### src/rtl/alu_seq_pkg.sv
// Shared definitions for the ALU operation sequencer: widths, engine opcodes
// and the legality check used by the bypass, writeback and error logic.
package alu_seq_pkg;

  localparam int DATA_W_DEF   = 8;
  localparam int REG_AW_DEF   = 2;
  localparam int NUM_REGS_DEF = 4;

  localparam logic [2:0] OP_OR   = 3'b000;
  localparam logic [2:0] OP_NAND = 3'b001;
  localparam logic [2:0] OP_NOR  = 3'b010;
  localparam logic [2:0] OP_AND  = 3'b011;
  localparam logic [2:0] OP_ADD  = 3'b100;
  localparam logic [2:0] OP_SUB  = 3'b101;

  // Opcodes 110 and 111 have no engine function; they flag an error and never
  // update architectural state.
  function automatic logic is_legal_op(input logic [2:0] op);
    return (op < 3'b110);
  endfunction

endpackage

### src/rtl/alu_seq_regfile.sv
// Small register file: NUM_REGS x DATA_W, two combinational read ports and one
// synchronous write port. No entry is hardwired; all entries clear on reset.
module alu_seq_regfile
  import alu_seq_pkg::*;
#(
  parameter int DATA_W   = DATA_W_DEF,
  parameter int NUM_REGS = NUM_REGS_DEF,
  parameter int REG_AW   = REG_AW_DEF
) (
  input  logic              clk,
  input  logic              rst_n,
  input  logic              wr_en,
  input  logic [REG_AW-1:0] wr_addr,
  input  logic [DATA_W-1:0] wr_data,
  input  logic [REG_AW-1:0] rd_addr_a,
  output logic [DATA_W-1:0] rd_data_a,
  input  logic [REG_AW-1:0] rd_addr_b,
  output logic [DATA_W-1:0] rd_data_b
);

  logic [DATA_W-1:0] regs [NUM_REGS];

  // Single write port; the whole array is cleared asynchronously on reset
  always_ff @(posedge clk or negedge rst_n) begin
    if (!rst_n) begin
      for (int i = 0; i < NUM_REGS; i++) begin
        regs[i] <= '0;
      end
    end else if (wr_en) begin
      regs[wr_addr] <= wr_data;
    end
  end

  assign rd_data_a = regs[rd_addr_a];
  assign rd_data_b = regs[rd_addr_b];

endmodule

### src/rtl/alu_op_sequencer.sv
// Issue/writeback stage in front of the combinational arithmetic engine.
// EX flops drive the engine directly; WB captures the engine result, writes it
// back to the register file and offers it downstream under backpressure.
// A result leaving EX is bypassed to the operand read of the instruction
// accepted on the same edge, so dependent instructions issue back-to-back.
module alu_op_sequencer
  import alu_seq_pkg::*;
#(
  parameter int DATA_W   = DATA_W_DEF,
  parameter int NUM_REGS = NUM_REGS_DEF,
  parameter int REG_AW   = REG_AW_DEF
) (
  input  logic              clk,
  input  logic              rst_n,
  input  logic              in_valid,
  output logic              in_ready,
  input  logic [2:0]        in_opcode,
  input  logic [REG_AW-1:0] in_dst,
  input  logic [REG_AW-1:0] in_src_a,
  input  logic [REG_AW-1:0] in_src_b,
  input  logic              in_use_imm,
  input  logic [DATA_W-1:0] in_imm,
  output logic [DATA_W-1:0] eng_a,
  output logic [DATA_W-1:0] eng_b,
  output logic [2:0]        eng_opcode,
  input  logic [DATA_W-1:0] eng_result,
  output logic              out_valid,
  input  logic              out_ready,
  output logic [REG_AW-1:0] out_dst,
  output logic [DATA_W-1:0] out_data,
  output logic              out_err,
  output logic              busy
);

  logic              ex_valid;
  logic [REG_AW-1:0] ex_dst;
  logic              wb_valid;
  logic              wb_free;
  logic              ex_adv;
  logic              accept;
  logic              ex_legal;
  logic [DATA_W-1:0] rf_rd_a;
  logic [DATA_W-1:0] rf_rd_b;
  logic [DATA_W-1:0] op_a;
  logic [DATA_W-1:0] op_b;

  assign wb_free   = !wb_valid || out_ready;
  assign ex_adv    = ex_valid && wb_free;
  assign in_ready  = !ex_valid || wb_free;
  assign accept    = in_valid && in_ready;
  assign ex_legal  = is_legal_op(eng_opcode);
  assign out_valid = wb_valid;
  assign busy      = ex_valid || wb_valid;

  alu_seq_regfile #(
    .DATA_W   (DATA_W),
    .NUM_REGS (NUM_REGS),
    .REG_AW   (REG_AW)
  ) u_regfile (
    .clk       (clk),
    .rst_n     (rst_n),
    .wr_en     (ex_adv && ex_legal),
    .wr_addr   (ex_dst),
    .wr_data   (eng_result),
    .rd_addr_a (in_src_a),
    .rd_data_a (rf_rd_a),
    .rd_addr_b (in_src_b),
    .rd_data_b (rf_rd_b)
  );

  // Operand select: forward the result leaving EX this edge, else the regfile
  always_comb begin
    op_a = rf_rd_a;
    op_b = rf_rd_b;
    if (ex_adv && ex_legal && (ex_dst == in_src_a)) begin
      op_a = eng_result;
    end
    if (ex_adv && ex_legal && (ex_dst == in_src_b)) begin
      op_b = eng_result;
    end
    if (in_use_imm) begin
      op_b = in_imm;
    end
  end

  // EX stage: load on accept, empty out when it advances with nothing behind it
  always_ff @(posedge clk or negedge rst_n) begin
    if (!rst_n) begin
      ex_valid   <= 1'b0;
      ex_dst     <= '0;
      eng_a      <= '0;
      eng_b      <= '0;
      eng_opcode <= '0;
    end else if (accept) begin
      ex_valid   <= 1'b1;
      ex_dst     <= in_dst;
      eng_a      <= op_a;
      eng_b      <= op_b;
      eng_opcode <= in_opcode;
    end else if (ex_adv) begin
      ex_valid   <= 1'b0;
    end
  end

  // WB stage: capture the engine result on advance, drain on out_ready, else hold
  always_ff @(posedge clk or negedge rst_n) begin
    if (!rst_n) begin
      wb_valid <= 1'b0;
      out_dst  <= '0;
      out_data <= '0;
      out_err  <= 1'b0;
    end else if (ex_adv) begin
      wb_valid <= 1'b1;
      out_dst  <= ex_dst;
      out_data <= ex_legal ? eng_result : '0;
      out_err  <= !ex_legal;
    end else if (out_ready) begin
      wb_valid <= 1'b0;
    end
  end

endmodule

### config.mk
export PLATFORM = sky130hd
export DESIGN_NAME = alu_op_sequencer
export DESIGN_NICKNAME = d
export VERILOG_FILES = /design/src/rtl/alu_seq_pkg.sv /design/src/rtl/alu_seq_regfile.sv /design/src/rtl/alu_op_sequencer.sv
export SDC_FILE = /design/constraint.sdc
export NUM_CORES = 1
export LEC_CHECK = 0
export ABC_AREA = 1
export ABC_CLOCK_PERIOD_IN_PS = 1670
export CORE_UTILIZATION = 52
export DETAILED_ROUTE_END_ITERATION = 7
export PLACE_DENSITY = 0.86
export REMOVE_ABC_BUFFERS = 1
export SYNTH_ARGS = -nofsm -noshare
export SYNTH_HDL_FRONTEND = slang
export SYNTH_SLANG_ARGS = --single-unit
### constraint.sdc
create_clock -name clk -period 1.67 [get_ports clk]
set_clock_uncertainty 0.15 [all_clocks]
set_input_delay 0.334 -clock clk [delete_from_list [all_inputs] [get_ports clk]]
set_output_delay 0.334 -clock clk [all_outputs]
set_load 0.005 [all_outputs]
==> After elaboration in Yosys (flattened, before gate mapping) <==
Index checks and enable logic that the tools add are counted.
{ "totals": {"register_bits": 66, "in_bits": 30, "out_inout_bits": 33} }
{ "classes": {"n_lt_le_gt_ge": 5, "n_eq_ne": 2, "muxes": 17, "bitwise": 3, "n_reduce_logical": 14} }
{ "ops": {"columns": ["operator", "count"], "rows": [
  ["$mux W8", 9],
  ["$bmux W8 S2", 2],
  ["$bwmux W32", 1],
  ["$demux W8 S2", 1],
  ["$ge A3 B3 Y1 const B", 3],
  ["$not A2 Y3", 3],
  ["$logic_and A1 B1 Y1", 6],
  ["$eq A2 B2 Y1", 2],
  ["$mux W1", 4],
  ["$reduce_bool A2 Y1", 2],
  ["$logic_not A1 Y1", 3],
  ["$logic_or A1 B1 Y1", 3],
  ["$lt A3 B1 Y1 const B", 1],
  ["$lt A3 B3 Y1 const B", 1]
]} }

==> Longest topological paths before layout <==
{ "logic_depth": {"word_depth": 7, "ltp_mapped": 10, "depth_no_buf": 9} }

==> By module <==
A second synthesis with hierarchy kept.
{ "unflattened": {"cells_unflattened": 524, "hier_area_um2": 3806.2} }
{ "by_module_without_submodules": {"columns": ["mod", "instances", "cells_each", "area_per_inst_um2", "seq_area_each_um2"], "rows": [
  ["alu_seq_regfile", 1, 297, 2053.2, 800.8],
  ["alu_op_sequencer", 1, 227, 1752.9, 850.8]
]} }

==> Least setup slack after synthesis <==
No wires, ideal clock.
{ "synth_path": {"path_kind": "register to register", "start": "register wb_valid, in the netlist out_valid", "end": "register u_regfile.regs[21] (netlist bit)", "setup_ns": 0.127, "arrival_time_ns": 1.234, "setup_slack_ns": 0.159, "stages_incl_launch_ff": 8, "n_path_buf": 1, "cell_sequence": "dfrtp_1 -> nand2_1 -> nand2_2 -> nor2_8 -> nand3_1 -> buf_2 -> nand2_1 -> o21ai_0"} }
{ "synth_via": {"elab_chain_len": 4} }
{ "synth_lines": {"columns": ["element", "line", "rtl"], "rows": [
  ["from (decl)", "alu_op_sequencer.sv:37", "logic wb_valid;"],
  ["from (signal assigned)", "alu_op_sequencer.sv:108", "wb_valid <= 1'b0;"],
  ["from (signal assigned)", "alu_op_sequencer.sv:113", "wb_valid <= 1'b1;"],
  ["from (signal assigned)", "alu_op_sequencer.sv:118", "wb_valid <= 1'b0;"],
  ["$logic_not A1 Y1", "alu_op_sequencer.sv:47", "assign wb_free = !wb_valid || out_ready;"],
  ["$logic_or A1 B1 Y1", "alu_op_sequencer.sv:47", null],
  ["$logic_and A1 B1 Y1", "alu_op_sequencer.sv:48", "assign ex_adv = ex_valid && wb_free;"],
  ["$logic_and A1 B1 Y1", "alu_op_sequencer.sv:62", ".wr_en (ex_adv && ex_legal),"],
  ["to (signal, indexed assignment)", "alu_seq_regfile.sv:30", "regs[wr_addr] <= wr_data;"],
  ["to (decl)", "alu_seq_regfile.sv:21", "logic [DATA_W-1:0] regs [NUM_REGS];"]
]} }
Every way passes these cells.
A chain may end at the register's enable or synchronous reset.

==> Worst setup path in the final report <==
{ "layout_path": {"start": "register eng_opcode[2]", "end": "register eng_b[2]"} }
{ "layout_via": {"elab_chain_len": 5} }
{ "layout_lines": {"columns": ["element", "line", "rtl"], "rows": [
  ["from (decl)", "alu_op_sequencer.sv:25", "output logic [2:0] eng_opcode,"],
  ["from (signal assigned)", "alu_op_sequencer.sv:99", "eng_opcode <= in_opcode;"],
  ["$lt A3 B3 Y1", "alu_seq_pkg.sv:19", "return (op < 3'b110);"],
  ["$logic_and A1 B1 Y1 (2 in a row)", "alu_op_sequencer.sv:78", "if (ex_adv && ex_legal && (ex_dst == in_src_b)) begin"],
  ["$mux W8", "alu_op_sequencer.sv:78", null],
  ["$mux W8", "alu_op_sequencer.sv:81", "if (in_use_imm) begin"],
  ["to (signal assigned)", "alu_op_sequencer.sv:98", "eng_b <= op_b;"],
  ["to (decl)", "alu_op_sequencer.sv:24", "output logic [DATA_W-1:0] eng_b,"]
]} }
Every way passes these cells.

==> impl_metrics.json <==
{
  "violations": "negative setup slack",
  "core_um2": 5991,
  "dp_cells": 575,
  "max_cap_violations": 0,
  "relSlewSlack": 0.7586,
  "fin_nets": 561,
  "worst-setup-path-type": "reg -> reg",
  "wl_per_cell_um": 17.00,
  "fin_crit_sh": 1.003,
  "synth_area_leaders": "dfrtp_1 (50%), nand2_1 (17%), o21ai_0 (9.8%)",
  "postRouteAntennaNets": 0,
  "synth_common_cells": "nand2_1 (152), dfrtp_1 (66), o21ai_0 (64)",
  "vias_per_cell": 5.563,
  "grt.total_usage": 0.3138,
  "setup_slack_ps": -4.265,
  "ir_drop_v": 0.0008686,
  "fin_cells": 611,
  "num_rows": 28,
  "dieWidth_um": 81.45,
  "numCtsBuffers": 9,
  "portBuffers": 62,
  "utilization": 0.7807,
  "cts_max_level": 3,
  "dp_hpwl_mm": 6.442,
  "antenna_found_initial": 0,
  "holdWs_ps": 325.7,
  "clock_latency_ps": 350,
  "netlist_instances": 430,
  "status": "complete, but fails checks",
  "cts-root-buf": "clkbuf_8",
  "synth_edf_count": 0,
  "critPathCaptureType": "flop",
  "min_period_ps": 1674,
  "syn_to_final_growth_pct": 42.51,
  "grt_max_degree": 67,
  "fmax_mhz": 597.3,
  "critical_path.max_fanout": 8,
  "antenna_cells": 0,
  "worst_pin_slew_ps": 362.1,
  "clkTransAtPathRegs_ps": 80,
  "vias": 3399,
  "hp-class": "reg -> reg",
  "synth_area_um2": 3282,
  "grt_pass1_vias": 3175,
  "synth.avg_cell_area_um2": 7.632,
  "cts.sinks": 66,
  "grt-ovfl-total": 0,
  "synthDistinctLibCells": 20,
  "wl_mm": 10.38,
  "p_per_area_nw_per_um2": 1374,
  "ios": 63,
  "yosysTopAreaCellShare": 0.5032,
  "dr.pass1.iters": 5,
  "hold_viol": 0,
  "die-area_um2": 6633,
  "max_stage_delay_ps": 380,
  "drc": 0,
  "power_leakage_nw": 2.381,
  "yosysSeqAreaShare": 0.5032,
  "finalSetupViolCount": 1,
  "report.power.total_mw": 6.427,
  "cts_tree": "yes",
  "cp_cell_sequence": "buf_4 -> nand2_1 -> inv_1 -> nor2_8 -> buf_8 -> buf_6 -> nand3_1 -> nand3_1 -> nand2_1 -> nand2_1",
  "yosysWarnings": 0,
  "fp.dieH_um": 81.45,
  "required_ps": 1810,
  "slowest_stage": "dfrtp_1",
  "rsz0062_at_grt": "true",
  "clk_path_buf_depth": 2,
  "start_util": 0.5478,
  "layout-drive-gt1-share": 0.1679,
  "worstSetupStartpointType": "flop",
  "grt_pass1_wl_mm": 15.30,
  "synth_top_area_cell": "dfrtp_1",
  "yosysMostFrequentCell": "nand2_1",
  "cp_common_cell": "nand2_1",
  "synth-seq-cells": 66,
  "drtIter0Drc": 315,
  "synth_ff_type": "dfrtp_1",
  "gp_congestion": 0.9347,
  "synth-async-reset-ratio": 1.000,
  "maxSlewViolCount": 0,
  "cp.arrival_ps": 1820
}
-- cell usage in the layout, fill, tap and decap left out, drive strengths merged, types with 12 or more instances in the layout --
cell           synthesis  final
nand3                 29     29
clkdlybuf4s50          0     28
buf                   10     47
nor2                  23     23
inv                   37     37
a21oi                 18     18
clkbuf                 9     12
dfrtp                 66     66
o211ai                14     14
o21ai                 66     66
dlygate4sd2            0     30
nand2                155    155
-- timing repair --
action / 4_1_cts / 5_1_grt
resized for setup: 37 / 70
hold buffers: 1 / 0
buffers inserted: 9 / 8
setup endpoints to repair: 33 / 56
hold endpoints to repair: 66 / 0
cloned: 0 / 3
pin swaps: 0 / 8
-- worst max-delay path: cells and delay by family (launching register included) --
kind                   cells  cell delay (ps)
buffers and inverters      4              530
AND/OR/NAND/NOR            6              560
flip-flops                 1              380
-- logic make-up after synthesis --
| family | synth area share |
|---|---|
| simple gates | 0.2592 |
| flops | 0.5032 |
| buf+inv | 0.07205 |
| compound gates | 0.1601 |
| xor+xnor | 0.005338 |
-- power breakdown --
part	total [mW]	switching [mW]	internal [mW]
Combinational	2.15	1.15	0.998
Sequential	2.58	0.390	2.19
Clock	1.70	0.663	1.03
Total	6.43	2.21	4.22
-- per-stage QoR --
step	setup slack [ps]	cell area [µm²]	TNS (ps)
after floorplan	-2.797	3184	-89.50
after global placement	-236.0	4146	-11450
after detailed placement	-342.3	4146	-16580
after CTS	-50.89	4449	-50.89
after global routing	-97.10	4677	-2753
final	-4.265	4677	-4.265
-- routing by layer --
| layer | GRT usage | routed length [µm] | vias up |
|---|---|---|---|
| li1 | - | - | 1606 |
| met5 | 0 | 0 | - |
| met1 | 0.3913 | 4211 | 1595 |
| met4 | 0.1232 | 320 | 0 |
| met3 | 0.06333 | 778 | 31 |
| met2 | 0.5333 | 5074 | 167 |
-- flip-flops by register name, indices dropped and copies added, names as in the netlist --
register / count
out_data: 8
eng_opcode: 3
u_regfile.regs: 32
out_valid: 1
ex_dst: 2
out_err: 1
eng_a: 8
ex_valid: 1
eng_b: 8
out_dst: 2
-- cell type report --
class | instances | area [µm²]
clock buffers | 10 | 137.6
clock inverters | 6 | 113.9
fillers | 416 | 1314
inverters | 37 | 138.9
multi-input cells | 308 | 1490
flip-flops and latches | 66 | 1654
well taps | 75 | 93.84
repair buffers | 109 | 1049
-- worst paths after layout --
| path | from | to | slack, ps | depth (start not counted) |
|---|---|---|---|---|
| max in group asynchronous | rst_n | eng_a[3] | 700 | 3 |
| hold / removal | eng_opcode[0] | eng_opcode[0] | 330 | 2 |
| setup reg to reg | eng_opcode[2] | eng_b[2] | -4 | 10 |
| hold reg to reg | eng_opcode[0] | eng_opcode[0] | 330 | 2 |
| setup / recovery | eng_opcode[2] | eng_b[2] | -4 | 10 |
| min in group asynchronous | rst_n | u_regfile.regs[4] | 370 | 3 |
Note: power is estimated with default switching activity, not from simulation.
